`src/rtl/store_align_unit.sv`:
```
// rtl/store_align_unit.sv - store data narrowing, lane replication and byte-enable generation
//
// Purpose:
//   Sits between the EX/MEM register and the data-memory write port. It turns a 32-bit
//   register store into a word-aligned memory write: it replicates the data across the
//   byte lanes, produces byte enables and traps misaligned or reserved-size stores.
//   The latency is one cycle. There are valid/ready handshakes on both sides, and a
//   one-entry skid buffer sits behind the output register.
//
// Ports:
//   clk, rst         clock (rising edge), asynchronous active-high reset
//   flush            synchronous flush; discards every buffered store and same-cycle request
//   in_valid/ready   request handshake; in_ready is registered
//   in_addr/data     byte address and register data of the store
//   in_size          00 byte, 01 half, 10 word, 11 reserved (traps)
//   out_valid/ready  memory write handshake
//   out_addr         word-aligned address
//   out_wdata        lane-replicated write data
//   out_be           byte enables, bit i covers lanes [8i+7:8i]
//   err_valid        one-cycle pulse after a trapped store is accepted
//   err_addr         address of the most recent trapped store
//   err_count        saturating count of traps

module store_align_unit #(
  parameter int BIG_ENDIAN = 0,
  parameter int ERR_CNT_W  = 16
) (
  input  logic                 clk,
  input  logic                 rst,
  input  logic                 flush,
  input  logic                 in_valid,
  output logic                 in_ready,
  input  logic [31:0]          in_addr,
  input  logic [31:0]          in_data,
  input  logic [1:0]           in_size,
  output logic                 out_valid,
  input  logic                 out_ready,
  output logic [31:0]          out_addr,
  output logic [31:0]          out_wdata,
  output logic [3:0]           out_be,
  output logic                 err_valid,
  output logic [31:0]          err_addr,
  output logic [ERR_CNT_W-1:0] err_count
);

  typedef enum logic [1:0] {
    EMPTY = 2'd0,
    ONE   = 2'd1,
    TWO   = 2'd2
  } state_t;

  state_t state, next_state;

  logic [31:0] skid_addr;
  logic [31:0] skid_wdata;
  logic [3:0]  skid_be;

  logic        misaligned;
  logic        accept;
  logic        good;
  logic        trap;
  logic        xfer;
  logic [31:0] new_addr;
  logic [31:0] new_wdata;
  logic [3:0]  new_be;

  logic        load_out;
  logic        load_skid;
  logic        skid_to_out;

  // Trap detection
  always_comb begin
    misaligned = 1'b0;
    case (in_size)
      2'b00:   misaligned = 1'b0;
      2'b01:   misaligned = in_addr[0];
      2'b10:   misaligned = (in_addr[1:0] != 2'b00);
      default: misaligned = 1'b1;
    endcase
  end

  // A flush cancels whatever is accepted in the same cycle, including traps.
  assign accept = in_valid & in_ready;
  assign good   = accept & ~misaligned & ~flush;
  assign trap   = accept &  misaligned & ~flush;
  assign xfer   = out_valid & out_ready;

  // Lane formatting. The replicated data is the same in both byte orders; only the
  // enables mirror. Trapped sizes produce don't-care values that are never loaded.
  always_comb begin
    new_addr  = {in_addr[31:2], 2'b00};
    new_wdata = in_data;
    new_be    = 4'b0000;
    case (in_size)
      2'b00: begin
        new_wdata = {4{in_data[7:0]}};
        if (BIG_ENDIAN != 0)
          new_be = 4'b1000 >> in_addr[1:0];
        else
          new_be = 4'b0001 << in_addr[1:0];
      end
      2'b01: begin
        new_wdata = {2{in_data[15:0]}};
        if (BIG_ENDIAN != 0)
          new_be = in_addr[1] ? 4'b0011 : 4'b1100;
        else
          new_be = in_addr[1] ? 4'b1100 : 4'b0011;
      end
      2'b10: begin
        new_wdata = in_data;
        new_be    = 4'b1111;
      end
      default: begin
        new_wdata = in_data;
        new_be    = 4'b0000;
      end
    endcase
  end

  // Buffer control. The output register always holds the oldest store; the skid only
  // fills when a good store arrives while the output is stalled, so order is preserved.
  always_comb begin
    next_state  = state;
    load_out    = 1'b0;
    load_skid   = 1'b0;
    skid_to_out = 1'b0;
    if (flush) begin
      next_state = EMPTY;
    end else begin
      case (state)
        EMPTY: begin
          if (good) begin
            next_state = ONE;
            load_out   = 1'b1;
          end
        end
        ONE: begin
          if (good && !xfer) begin
            next_state = TWO;
            load_skid  = 1'b1;
          end else if (good && xfer) begin
            next_state = ONE;
            load_out   = 1'b1;
          end else if (xfer) begin
            next_state = EMPTY;
          end
        end
        TWO: begin
          // in_ready is low in this state, so no accept can coincide with the drain.
          if (xfer) begin
            next_state  = ONE;
            skid_to_out = 1'b1;
          end
        end
        default: next_state = EMPTY;
      endcase
    end
  end

  assign out_valid = (state != EMPTY);

  always_ff @(posedge clk or posedge rst) begin
    if (rst) begin
      state    <= EMPTY;
      in_ready <= 1'b1;
    end else begin
      state    <= next_state;
      in_ready <= (next_state != TWO);
    end
  end

  // Output register
  always_ff @(posedge clk or posedge rst) begin
    if (rst) begin
      out_addr  <= '0;
      out_wdata <= '0;
      out_be    <= '0;
    end else if (load_out) begin
      out_addr  <= new_addr;
      out_wdata <= new_wdata;
      out_be    <= new_be;
    end else if (skid_to_out) begin
      out_addr  <= skid_addr;
      out_wdata <= skid_wdata;
      out_be    <= skid_be;
    end
  end

  // Skid register
  always_ff @(posedge clk or posedge rst) begin
    if (rst) begin
      skid_addr  <= '0;
      skid_wdata <= '0;
      skid_be    <= '0;
    end else if (flush) begin
      skid_addr  <= '0;
      skid_wdata <= '0;
      skid_be    <= '0;
    end else if (load_skid) begin
      skid_addr  <= new_addr;
      skid_wdata <= new_wdata;
      skid_be    <= new_be;
    end
  end

  // Trap reporting
  always_ff @(posedge clk or posedge rst) begin
    if (rst) begin
      err_valid <= 1'b0;
      err_addr  <= '0;
      err_count <= '0;
    end else begin
      err_valid <= trap;
      if (trap) begin
        err_addr <= in_addr;
        if (err_count != {ERR_CNT_W{1'b1}})
          err_count <= err_count + {{(ERR_CNT_W-1){1'b0}}, 1'b1};
      end
    end
  end

endmodule
```
`config.mk`:
```
export PLATFORM = sky130hd
export DESIGN_NAME = store_align_unit
export DESIGN_NICKNAME = d
export VERILOG_FILES = /design/src/rtl/store_align_unit.sv
export SDC_FILE = /design/constraint.sdc
export NUM_CORES = 1
export LEC_CHECK = 0
export CAP_MARGIN = 20
export CORE_UTILIZATION = 32
export CTS_CLUSTER_SIZE = 16
export DETAILED_ROUTE_END_ITERATION = 12
export DONT_BUFFER_PORTS = 1
export GPL_TIMING_DRIVEN = 0
export PLACE_DENSITY = 0.56
export SLEW_MARGIN = 20
export SYNTH_ARGS = -nofsm -noshare
export SYNTH_HDL_FRONTEND = slang
export SYNTH_SLANG_ARGS = --single-unit
```
`constraint.sdc`:
```
create_clock -name clk -period 18 [get_ports clk]
set_clock_uncertainty 0.1 [all_clocks]
set_input_delay 3.6 -clock clk [delete_from_list [all_inputs] [get_ports clk]]
set_output_delay 3.6 -clock clk [all_outputs]
set_load 0.01 [all_outputs]
```
==> results.py <==
metrics = {
    "power_and_ir_drop": {
        "internal_power_uw": 723,
        "p_total_uw": 1020,
        "ir_worst_vdd_mv": 0.0491,
        "swShare": 0.293,
        "p_clk_frac": 0.386,
        "power.density_nw_per_um2": 110,
        "p_leak_uw": 0.00436,
        "p_sw_uw": 300,
        "seqPwrFrac": 0.520,
        "p_comb_frac": 0.094,
    },
    "sta": {
        "max_freq_ghz": 0.190,
        "hold_viol_final": 0,
        "rsz0062_at_grt": "false",
        "max-slew-margin-rel": 0.396,
        "setup_viol": 0,
        "maxSlewViolCount": 0,
        "finalSetupTns_ns": 0,
        "worst_pin_slew_ns": 0.903,
        "holdWs_ns": 0.392,
        "fin_crit_ns": 5.26,
        "finalCritPeriodShare": 0.292,
    },
    "final_layout": {
        "multi_input_area_sq_um": 3280,
        "fin_nets": 880,
        "drive_gt1_frac": 0.0792,
        "n_fill_cell": 2498,
        "regArea_sq_um": 4610,
        "post-route-util": 0.369,
        "syn_to_final_growth_pct": 13.3,
    },
    "drt": {
        "drc": 0,
        "wl_um": 24600,
        "via_per_inst": 5.28,
        "drt_iter0_markers": 441,
        "ant_nets": 0,
        "dr.pass1.iters": 5,
        "wl_per_cell_um": 21.4,
        "vias": 6081,
    },
    "setup_path": {
        "critPathMostFrequentCell": "clkbuf_1",
        "cpPeakStageDelay_ns": 0.48,
        "critPathMaxFanout": 10,
        "path_class": "input pin to flop",
        "arrival_ns": 5.50,
        "start_kind": "input pin",
        "cpMaxStageDelayCell": "o211ai_1",
        "crit_chain": "clkbuf_1 -> a21oi_1 -> o211ai_1 -> buf_4 -> clkbuf_1 -> nand3b_1 -> o21ai_0",
        "cp_data_required_time_ns": 18.24,
        "endpoint_kind": "flop",
    },
    "clock_tree": {
        "hold_buffers": 0,
        "clk_pin_slew_ns": 0.08,
        "clock_latency_ns": 0.43,
        "cts_tree": "built",
        "htree_levels": 4,
        "cts_buffers": 17,
        "cts_resized": 0,
        "cts-root-buf": "clkbuf_16",
        "cts.sinks": 184,
        "clock_path_buffers": 2,
        "post_cts_buffers": 0,
    },
    "worst_hold_path": {
        "hold_class": "flop to flop",
    },
    "place": {
        "gp_congestion": 0.802,
        "numPortBuffers": 0,
        "dp_hpwl_um": 17200,
    },
    "floorplanning": {
        "die_area_sq_um": 26300,
        "core-area_sq_um": 25200,
        "start_util": 0.326,
        "io_pins": 190,
        "die_width_um": 162,
        "die_h_um": 162,
        "fp-row-count": 58,
    },
    "yosys": {
        "synth_cell_types": 49,
        "synth_edf_count": 0,
        "syn-cell-area_sq_um": 8200,
        "yosysSeqAreaShare": 0.561,
        "synthFlopType": "dfrtp_1",
        "ys_ff_latch": 184,
        "async_flop_share": 1.00,
        "yosys_warnings": 0,
        "syn_inst": 785,
        "avgSynthCellArea_sq_um": 10.5,
    },
    "global_route": {
        "grt_pass1_vias": 6122,
        "antenna_found_initial": 0,
        "grt_util_all_layers": 0.190,
        "grt_max_degree": 81,
        "grt_overflow": 0,
        "grt_pass1_wl_um": 37800,
    },
    "run": {
        "max-cap-violations": 0,
    },
    "status": {
        "outcome": "finished, final reports clean",
    },
}
power by group through the flow:
stage          combinational (uW)  clock, uW  sequential (uW)
2_1_floorplan                76.4          0              522
3_3_place_gp                 93.7          0              541
3_5_place_dp                 98.6          0              540
4_1_cts                      98.7        405              534
5_1_grt                       109        422              539
6_report                     96.3        395              532
synth_stat cells (2+ instances only):
| cell type | n | area, sq um |
|---|---|---|
| a21o_1 | 3 | 22.5 |
| a21oi_1 | 12 | 60.1 |
| a21oi_2 | 2 | 17.5 |
| a221o_1 | 57 | 571 |
| and2_1 | 42 | 263 |
| and3_1 | 5 | 31.3 |
| and4_1 | 4 | 35.0 |
| buf_2 | 12 | 60.1 |
| buf_4 | 3 | 22.5 |
| buf_6 | 4 | 45.0 |
| clkbuf_1 | 39 | 146 |
| dfrtp_1 | 183 | 4580 |
| inv_1 | 12 | 45.0 |
| mux2i_1 | 27 | 270 |
| nand2_1 | 188 | 706 |
| nand2b_1 | 2 | 12.5 |
| nand3_1 | 2 | 10.0 |
| nand3b_1 | 66 | 495 |
| nand4_1 | 2 | 12.5 |
| nor2_1 | 12 | 45.0 |
| nor3_1 | 19 | 95.1 |
| nor4_1 | 2 | 12.5 |
| o2111ai_1 | 4 | 35.0 |
| o211ai_1 | 6 | 45.0 |
| o21ai_0 | 29 | 145 |
| o221ai_1 | 9 | 78.8 |
| or2_2 | 3 | 18.8 |
| xnor2_1 | 12 | 105 |
| xor2_1 | 4 | 35.0 |
final cells by class:
class,count,share of cell area
Antenna cell,1,0.000269
Buffer,59,0.0299
Clock buffer,20,0.0481
Clock inverter,12,0.0164
Inverter,13,0.00606
Multi-Input combinational cell,530,0.352
Sequential cell,184,0.496
Tap cell,330,0.0444
Timing Repair Buffer,3,0.00673
layer usage:
| metal | part of all wire | up-vias | wire [um] | track usage |
|---|---|---|---|---|
| met4 | 0.014 | 0 | 342 | 0.0497 |
| met1 | 0.46 | 3076 | 11400 | 0.264 |
| met3 | 0.073 | 19 | 1790 | 0.0595 |
| met2 | 0.45 | 184 | 11100 | 0.285 |
| met5 | 0 | - | 0 | 0 |
| li1 | - | 2802 | - | - |
sequential cells by signal, indices dropped and copies added, names as in the netlist:
name / cells
state: 2
skid_be: 4
out_be: 4
skid_addr: 30
err_addr: 32
err_valid: 1
skid_wdata: 32
out_wdata: 32
out_addr: 30
err_count: 16
in_ready: 1
final timing paths:
path	to	slack (ns)	cells past startpoint	from
worst max-delay path	skid_wdata[25]	12.74	7	in_size[1]
worst min-delay path	out_wdata[26]	0.39	2	skid_wdata[26]
worst max register to register	skid_wdata[25]	15.53	7	state[0]
worst min register to register	out_wdata[26]	0.39	2	skid_wdata[26]
max in group asynchronous	out_wdata[24]	13.82	3	rst
min in group asynchronous	err_addr[28]	2.90	1	rst
cells by family after synthesis:
kind of cell	after synthesis	synth area share
flip-flops	184	0.561
buffers and inverters	72	0.0398
other	1	0.000457
AO/OA/AOI/OAI	129	0.126
XOR/XNOR	16	0.0171
adder cells (fa/ha/maj)	1	0.00152
multiplexers	28	0.0343
AND/OR/NAND/NOR	354	0.219
layout by cell type (no fill, tap or decap), types with 17 or more instances in the layout:
| cell type | n |
|---|---|
| and2_1 | 42 |
| clkbuf_1 | 41 |
| nand3b_1 | 66 |
| o21ai_0 | 29 |
| a221o_1 | 57 |
| nor3_1 | 19 |
| clkbuf_16 | 17 |
| mux2i_1 | 27 |
| nand2_1 | 188 |
| dfrtp_1 | 183 |
worst max-delay path: cells and delay by family:
family                 cells  cell delay (ns)
buffers and inverters      3             1.04
AO/OA/AOI/OAI              3             0.73
AND/OR/NAND/NOR            1             0.13
stage by stage:
step           setup WS [ns]  area [sq um]  instances
2_1_floorplan           9.30          8210        786
3_3_place_gp            6.87          8620       1116
3_5_place_dp           12.14          8680       1118
4_1_cts                12.56          9280       1150
5_1_grt                12.62          9290       1151
6_report               12.74          9290       1152
Power figures use the tool's default switching activity.
